==> config.mk <==
export PLATFORM = sky130hd
export DESIGN_NAME = memory_arbiter
export DESIGN_NICKNAME = d
export VERILOG_FILES = /design/src/rtl/memory_arbiter.sv
export SDC_FILE = /design/constraint.sdc
export NUM_CORES = 1
export LEC_CHECK = 0
export ABC_AREA = 1
export BUFFER_PORTS_ARGS = -buffer_cell sky130_fd_sc_hd__clkbuf_2
export CAP_MARGIN = 20
export CORE_AREA = 4 4 285 287
export CTS_CLUSTER_SIZE = 30
export DETAILED_ROUTE_END_ITERATION = 6
export DIE_AREA = 0 0 289 291
export HOLD_SLACK_MARGIN = 0.12
export PLACE_DENSITY = 0.46
export RECOVER_POWER = 100
export SETUP_SLACK_MARGIN = 0.4
export SLEW_MARGIN = 10
export SYNTH_ARGS = -nofsm -noshare
export SYNTH_HDL_FRONTEND = slang
export SYNTH_SLANG_ARGS = --single-unit
==> constraint.sdc <==
create_clock -name CLK -period 1.8 [get_ports CLK]
set_input_delay 0.18 -clock CLK [delete_from_list [all_inputs] [get_ports CLK]]
set_output_delay 0.18 -clock CLK [all_outputs]
set_load 0.01 [all_outputs]
==> src/rtl/memory_arbiter.sv <==
// -----------------------------------------------------------------------------
// memory_arbiter
//
// Shares one main-memory port between an instruction-cache miss port (read
// only) and a data-cache miss/writeback port (read or write). Only one memory
// transaction is in flight at a time. When both caches are waiting in IDLE,
// the one that was not granted last goes next, so neither cache can starve.
//
// Transaction flow:
//   IDLE    -> SERVE_I / SERVE_D   the address, write data and kind are latched
//                                  on the grant edge
//   SERVE_x -> RESP                after memory has raised busywait at least
//                                  once and then dropped it
//   RESP    -> IDLE                the granted cache sees busywait low here
//
// Ports:
//   CLK, RESET                 single clock, synchronous active-high reset
//   icache_mem_read/_address   instruction-cache read request
//   icache_mem_readdata        last block returned to the instruction cache
//   icache_mem_busywait        high while an I request is outstanding
//   dcache_mem_read/_write     data-cache request (read+write counts as write)
//   dcache_mem_address/_writedata
//   dcache_mem_readdata        last block returned to the data cache
//   dcache_mem_busywait        high while a D request is outstanding
//   mem_read/_write/_address/_writedata  registered request to main memory
//   mem_readdata, mem_busywait           main-memory response
// -----------------------------------------------------------------------------
module memory_arbiter #(
    parameter int ADDR_WIDTH  = 28,
    parameter int BLOCK_WIDTH = 128
) (
    input  logic                   CLK,
    input  logic                   RESET,

    input  logic                   icache_mem_read,
    input  logic [ADDR_WIDTH-1:0]  icache_mem_address,
    output logic [BLOCK_WIDTH-1:0] icache_mem_readdata,
    output logic                   icache_mem_busywait,

    input  logic                   dcache_mem_read,
    input  logic                   dcache_mem_write,
    input  logic [ADDR_WIDTH-1:0]  dcache_mem_address,
    input  logic [BLOCK_WIDTH-1:0] dcache_mem_writedata,
    output logic [BLOCK_WIDTH-1:0] dcache_mem_readdata,
    output logic                   dcache_mem_busywait,

    output logic                   mem_read,
    output logic                   mem_write,
    output logic [ADDR_WIDTH-1:0]  mem_address,
    output logic [BLOCK_WIDTH-1:0] mem_writedata,
    input  logic [BLOCK_WIDTH-1:0] mem_readdata,
    input  logic                   mem_busywait
);

    typedef enum logic [1:0] {
        IDLE    = 2'd0,
        SERVE_I = 2'd1,
        SERVE_D = 2'd2,
        RESP    = 2'd3
    } state_e;

    // Encoding of the last-grant bit.
    localparam logic GRANT_I = 1'b0;
    localparam logic GRANT_D = 1'b1;

    state_e                  state_q,      state_d;
    logic                    last_grant_q, last_grant_d;
    logic                    seen_busy_q,  seen_busy_d;
    logic                    mem_read_q,   mem_read_d;
    logic                    mem_write_q,  mem_write_d;
    logic [ADDR_WIDTH-1:0]   mem_addr_q,   mem_addr_d;
    logic [BLOCK_WIDTH-1:0]  mem_wdata_q,  mem_wdata_d;
    logic [BLOCK_WIDTH-1:0]  i_rdata_q,    i_rdata_d;
    logic [BLOCK_WIDTH-1:0]  d_rdata_q,    d_rdata_d;

    logic i_pend;
    logic d_pend;
    logic pick_i;

    assign i_pend = icache_mem_read;
    assign d_pend = dcache_mem_read | dcache_mem_write;

    // I wins when it is alone, or on a tie when D was the last one served.
    assign pick_i = i_pend & (~d_pend | (last_grant_q == GRANT_D));

    // -------------------------------------------------------------------------
    // Next-state and datapath
    // -------------------------------------------------------------------------
    always_comb begin
        state_d      = state_q;
        last_grant_d = last_grant_q;
        seen_busy_d  = seen_busy_q;
        mem_read_d   = mem_read_q;
        mem_write_d  = mem_write_q;
        mem_addr_d   = mem_addr_q;
        mem_wdata_d  = mem_wdata_q;
        i_rdata_d    = i_rdata_q;
        d_rdata_d    = d_rdata_q;

        unique case (state_q)
            IDLE: begin
                if (pick_i) begin
                    state_d      = SERVE_I;
                    last_grant_d = GRANT_I;
                    mem_read_d   = 1'b1;
                    mem_write_d  = 1'b0;
                    mem_addr_d   = icache_mem_address;
                end else if (d_pend) begin
                    // A simultaneous read+write from the data cache is a write.
                    state_d      = SERVE_D;
                    last_grant_d = GRANT_D;
                    mem_read_d   = ~dcache_mem_write;
                    mem_write_d  = dcache_mem_write;
                    mem_addr_d   = dcache_mem_address;
                    mem_wdata_d  = dcache_mem_writedata;
                end
            end

            SERVE_I, SERVE_D: begin
                // Memory must acknowledge with busywait before a low busywait
                // can be taken as completion; otherwise the cycle right after
                // the request would look finished.
                if (mem_busywait) begin
                    seen_busy_d = 1'b1;
                end else if (seen_busy_q) begin
                    state_d     = RESP;
                    mem_read_d  = 1'b0;
                    mem_write_d = 1'b0;
                    // Read data is only kept if the requester is still
                    // asking for it; an abandoned read is dropped.
                    if (mem_read_q) begin
                        if (state_q == SERVE_I && icache_mem_read)
                            i_rdata_d = mem_readdata;
                        if (state_q == SERVE_D && dcache_mem_read && !dcache_mem_write)
                            d_rdata_d = mem_readdata;
                    end
                end
            end

            RESP: begin
                state_d     = IDLE;
                seen_busy_d = 1'b0;
            end

            default: begin
                state_d = IDLE;
            end
        endcase
    end

    // -------------------------------------------------------------------------
    // State registers
    // -------------------------------------------------------------------------
    always_ff @(posedge CLK) begin
        if (RESET) begin
            state_q      <= IDLE;
            last_grant_q <= GRANT_I;     // D wins the first tie
            seen_busy_q  <= 1'b0;
            mem_read_q   <= 1'b0;
            mem_write_q  <= 1'b0;
            mem_addr_q   <= '0;
            mem_wdata_q  <= '0;
            i_rdata_q    <= '0;
            d_rdata_q    <= '0;
        end else begin
            state_q      <= state_d;
            last_grant_q <= last_grant_d;
            seen_busy_q  <= seen_busy_d;
            mem_read_q   <= mem_read_d;
            mem_write_q  <= mem_write_d;
            mem_addr_q   <= mem_addr_d;
            mem_wdata_q  <= mem_wdata_d;
            i_rdata_q    <= i_rdata_d;
            d_rdata_q    <= d_rdata_d;
        end
    end

    // -------------------------------------------------------------------------
    // Outputs
    // -------------------------------------------------------------------------
    assign mem_read      = mem_read_q;
    assign mem_write     = mem_write_q;
    assign mem_address   = mem_addr_q;
    assign mem_writedata = mem_wdata_q;

    assign icache_mem_readdata = i_rdata_q;
    assign dcache_mem_readdata = d_rdata_q;

    // Busywait is released only during the RESP cycle of the owning requester;
    // a cache that is not requesting never sees it high.
    assign icache_mem_busywait = icache_mem_read &
                                 ~((state_q == RESP) && (last_grant_q == GRANT_I));
    assign dcache_mem_busywait = d_pend &
                                 ~((state_q == RESP) && (last_grant_q == GRANT_D));

endmodule
# == Word level (Yosys, flattened, before mapping) ==
# Index checks and enable logic that the tools add are counted.
# word_totals
register_bits,418
in_bits,318
out_inout_bits,416
wordCells,65
# classes
eq_ne,7
n_mux,19
n_bitwise,12
reduce_logical,18
# op_table
operator,n
28-bit 2-to-1 mux,2
5-bit AND reduction,2
1-bit 2-to-1 mux,9
2-bit 2-to-1 mux,4
1-bit inverter,7
"2-bit inequality test, second input constant",3
1-bit one-hot mux with 2 select lines,3
2-bit one-hot mux with 3 select lines,1
3-bit AND reduction,2
2-bit nonzero test,3
1-bit logical AND,5
"2-bit == test, second input constant",2
2-bit AND reduction,2
4-bit AND reduction,1
1-bit AND,3
"3-bit inequality test, second input constant",1
"2-bit by 1-bit == test with 1-bit output, second input constant",1
2-bit zero test,1
1-bit OR,2
2-bit OR reduction,1
1-bit zero test,1

# == Logic depth before layout (Yosys ltp) ==
# logic_depth
depth_word,6
depth_mapped,10

# == Worst setup path before layout ==
# Ideal clock, no wire load.
# synth_timing
path_type,reg2reg
start,register state_q[0]
end,"register d_rdata_q[77], in the netlist dcache_mem_readdata[77]"
arrival_ps,1635
required_ps,1684
path_slack_ps,49
path_stages_with_launch,10
path_buffers,2
period_less_slack_ps,1751
path_cell_list,dfxtp_1 inv_1 ha_1 inv_2 nor3_4 nand2_1 buf_2 clkbuf_1 o21ai_0 nor2_1
# synth_via
elab_chain_len,4
word_cells_on_any_way,6
# synth_rtl
item,line,rtl
from (decl),66,"state_e state_q, state_d;"
from (signal assigned),166,state_q <= state_d;
2-bit == test,"100, 134",
1-bit logical AND (2 in a row),134,if (state_q == SERVE_D && dcache_mem_read && !dcache_mem_write)
5-bit AND reduction (no line) (*),n/a,
to (signal assigned),174,d_rdata_q <= d_rdata_d;
to (decl),74,"logic [BLOCK_WIDTH-1:0] d_rdata_q, d_rdata_d;"
# Every way passes the cells marked *; elsewhere a longest branch is shown, timed or not.
# A chain may end at the register's enable or synchronous reset.

# == Final worst setup path ==
# layout_timing
start,register state_q[0]
end,"register d_rdata_q[126], in the netlist dcache_mem_readdata[126]"
# Same word-level chain as after synthesis.

==> reports/results.txt <==
The routed design has 74.3 mm of wire. The async set-or-reset flop fraction in the synthesized netlist came out at 0%. The detailed-route vias per instance was 4.14. Most frequent standard cell in the layout excluding fill and tap cells: sky130_fd_sc_hd__nor2_1.

The tools report the worst hold path endpoint as mem_read. The floorplan has 103 rows. The run gives 3386 as the final layout net count.

The initial standard-cell utilization of the core is 19.3%, and the final setup violation count is 0. The number of global-route vias before repair is 17000. The number of cells on the worst reg-to-reg path is 10.

The run gives 3 as the number of antenna violations at the first check in global routing. The startpoint identified for the worst hold timing path is mem_busywait. The total of warnings raised by yosys was 0; the post-CTS clock slew at the launch and capture registers of the worst setup and hold paths was 0.07 ns. The clock period could shrink to 1.76 ns.

TritonCTS built the clock tree. Timing would allow up to 570 MHz. The tools report the area of the die as 0.0841 mm². The endpoint identified for the worst register-to-register timing path is dcache_mem_readdata[126]. The repair_antennas step left the layout with diodes totalling 0. The number of enable-type register cells in the synthesized netlist was 0; the total nets after synthesis was 2313.

In the routed design, unresolved DRC markers number 0. For the pin count of the biggest net entering global routing, the log shows 162. The nature of the critical path startpoint was a flop. In this run the vertical extent of the chip is 291 µm. After the first detailed-routing iteration, the DRC count stood at 807.

Input and output buffers added on the ports amount to 733. Number of primary I/O pins: 734. The run gives 0.59 ns as the insertion delay of the later-clocked pin in the worst-skew pair. The maximum level of the CTS H-tree was 2; the total track usage was 16.1%.

Once detail routing completed, the nets flagged for antenna violations numbered 0. The finished cells cover 0.0262 mm². Summing all placed instances gives a cell area of 0.0205 mm².

The final route contains 17200 vias. The clock sink total was 418; the gate count of the mapped netlist was 1990. The cell area after technology mapping was 0.0152 mm²; the wire length of the first global-routing pass was 105 mm. The top cell types in the final layout, fill and taps aside, are sky130_fd_sc_hd__nor2_1 (529), sky130_fd_sc_hd__clkbuf_1 (428), sky130_fd_sc_hd__dfxtp_1 (416), sky130_fd_sc_hd__clkbuf_2 (320), sky130_fd_sc_hd__dlygate4sd3_1 (315). The start of the worst register-to-register path was state_q[0].

The cell area power density was 1170 mW/mm². The setup check on the worst reg-to-reg path leaves a slack of 0.04 ns. The tools report the kind of capture point of the worst setup path as a flop.

The share of cells above drive strength 1 was 21.1%; the leakage power was 10.6 nW. From left edge to right edge, the die measures 289 µm. Most used flip-flop cell after synthesis: sky130_fd_sc_hd__dfxtp_1. The clock arrives with 0.0193 ns of skew.

The tools report the length of the first detailed-routing pass in iterations as 5. The portion of the post-synthesis area used by sequential elements came out at 55.1%. Along the worst path, the maximum fanout reaches 6. The flow ran to the end, and the final reports show no timing, DRC or antenna violations.

The critical path data arrival time is 2.23 ns. Path type of the worst setup path: reg2reg. Across the run, the number of max-cap violations was 0. The total area inside the core boundary comes to 0.0786 mm².

The average detailed-routed wire length per instance was 17.9 µm; the final count of hold timing violations was 0. After synthesis, the mean cell area works out to 7.63 µm². The class of the most critical hold timing path was in2reg. Cells fill 33.3% of the core in the end. The final worst-path cycle share is 97.5%, and the post-route setup TNS is 0 ns. The worst max-slew margin expressed relative to the limit came out at 34.9%.

The instance count along the most critical hold path is 5. The number of clock buffers inserted by TritonCTS came out at 50. The netlist uses 21 different library cells. The filler cells instantiated in the layout total 8576. The longest clock path from root to sink contains 3 buffers.

For this run the aggregate overflow at the end of global routing stands at 0. The endpoint required time on the critical path was 2.27 ns. Routability-driven placement finished with a final weighted congestion of 0.859. Counting flops and latches in the post-synthesis netlist gives 418.

Number of max-slew violations in the final report: 0. The logs give 0.0445 ns for the setup slack of the critical path after layout and -0.123 ns for the minimum setup slack after placement. Setup repair after global routing could not meet its margin everywhere. IR analysis of the VDD net gives a maximum drop of 489 µV.

Relative to the synthesized area, the layout overhead comes to 72.6%. The measured slew at the worst slew-check pin works out to 0.977 ns. The root buffer cell chosen for the clock tree is sky130_fd_sc_hd__clkbuf_16. The tools report the placed wire-length estimate as 49.9 mm.
## worst max-delay path, cell delays in order (launching register included)
cell and delay [ns]:
sky130_fd_sc_hd__dfxtp_2 0.33, sky130_fd_sc_hd__inv_2 0.05, sky130_fd_sc_hd__ha_4 0.27, sky130_fd_sc_hd__inv_4 0.04, sky130_fd_sc_hd__nor3_4 0.15, sky130_fd_sc_hd__buf_6 0.14
sky130_fd_sc_hd__nand2_8 0.11, sky130_fd_sc_hd__buf_12 0.18, sky130_fd_sc_hd__buf_16 0.15, sky130_fd_sc_hd__o21ai_4 0.17, sky130_fd_sc_hd__nor2_2 0.05
## cells in the mapped netlist (3+ instances only)
library cell	count	area, µm²
sky130_fd_sc_hd__dfxtp_1	418	8370
sky130_fd_sc_hd__buf_1	3	11.3
sky130_fd_sc_hd__nor2_1	577	2170
sky130_fd_sc_hd__buf_2	62	310
sky130_fd_sc_hd__inv_1	40	150
sky130_fd_sc_hd__inv_2	4	15.0
sky130_fd_sc_hd__clkbuf_1	70	263
sky130_fd_sc_hd__o21ai_1	61	305
sky130_fd_sc_hd__a21oi_1	135	676
sky130_fd_sc_hd__nand3_1	159	796
sky130_fd_sc_hd__buf_4	19	143
sky130_fd_sc_hd__nand2_1	234	878
sky130_fd_sc_hd__o21ai_0	196	981
sky130_fd_sc_hd__ha_1	5	62.6
## final cells by class
class	count	area, µm²	share of cell area, %
clock inverter	17	156	0.597
clock buffer	77	1520	5.79
inverter	44	194	0.740
sequential	418	8370	31.9
multi-input combinational	1372	6480	24.7
timing repair buffer	1177	8170	31.2
tap	1050	1310	5.01
## what timing repair did
action	CTS	global route
cloned	6	18
buffers inserted	13	3
endpoints found under the hold margin	415	0
resized for setup	50	138
pin swaps	4	46
setup endpoints to repair	417	421
hold buffers	315	0
## power by group
part,leakage (nW),internal [mW],total [mW],switching [mW]
Sequential,3.41,10.5,11.2,0.649
Clock,0.827,6.11,10.4,4.26
Combinational,6.40,3.35,8.98,5.64
## routing by layer
| metal | track usage, % | wire length, µm | vias to the layer above |
|---|---|---|---|
| met2 | 28.7 | 36500 | 448 |
| li1 | - | - | 8610 |
| met4 | 4.85 | 2470 | 6 |
| met1 | 19.5 | 31200 | 7982 |
| met3 | 3.21 | 4010 | 137 |
| met5 | 0 | 78 | - |
## how the worst max path moves through the flow
stage | to | depth (start not counted) | slack [ns] | from
after floorplan | icache_mem_readdata[120] | 8 | 0.21 | state_q[0]
after global placement | icache_mem_readdata[27] | 9 | -0.08 | state_q[1]
after detailed placement | icache_mem_readdata[96] | 9 | -0.12 | state_q[1]
after CTS | dcache_mem_readdata[126] | 10 | 0.04 | state_q[1]
after global routing | dcache_mem_readdata[85] | 11 | -0.05 | state_q[0]
final | dcache_mem_readdata[126] | 10 | 0.04 | state_q[0]
## registers in the layout, indices dropped and copies added (netlist names), 2 cells and up
signal,cells
state_q,2
icache_mem_readdata,128
mem_writedata,128
mem_address,28
dcache_mem_readdata,128
## metrics by stage
| step | std cells | power, mW | hold WS (ns) |
|---|---|---|---|
| finish | 4155 | 30.5 | 0.190 |
| global route | 4155 | 32.3 | 0.194 |
| CTS | 4134 | 30.7 | 0.141 |
| detailed placement | 3706 | 19.5 | 0.424 |
| global placement | 3706 | 19.5 | 0.416 |
| floorplan | 1990 | 16.0 | 0.325 |
## cell families (layout without fill, tap and decap cells)
logic type               Yosys count  after routing  synth area share [%]
AO/OA/AOI/OAI                    394            394                  13.0
adder cells (fa/ha/maj)            5              5                 0.412
buffers and inverters            200           1315                  5.98
flip-flops                       418            418                  55.1
AND/OR/NAND/NOR                  973            973                  25.5
(Power assumes the default switching activity.)
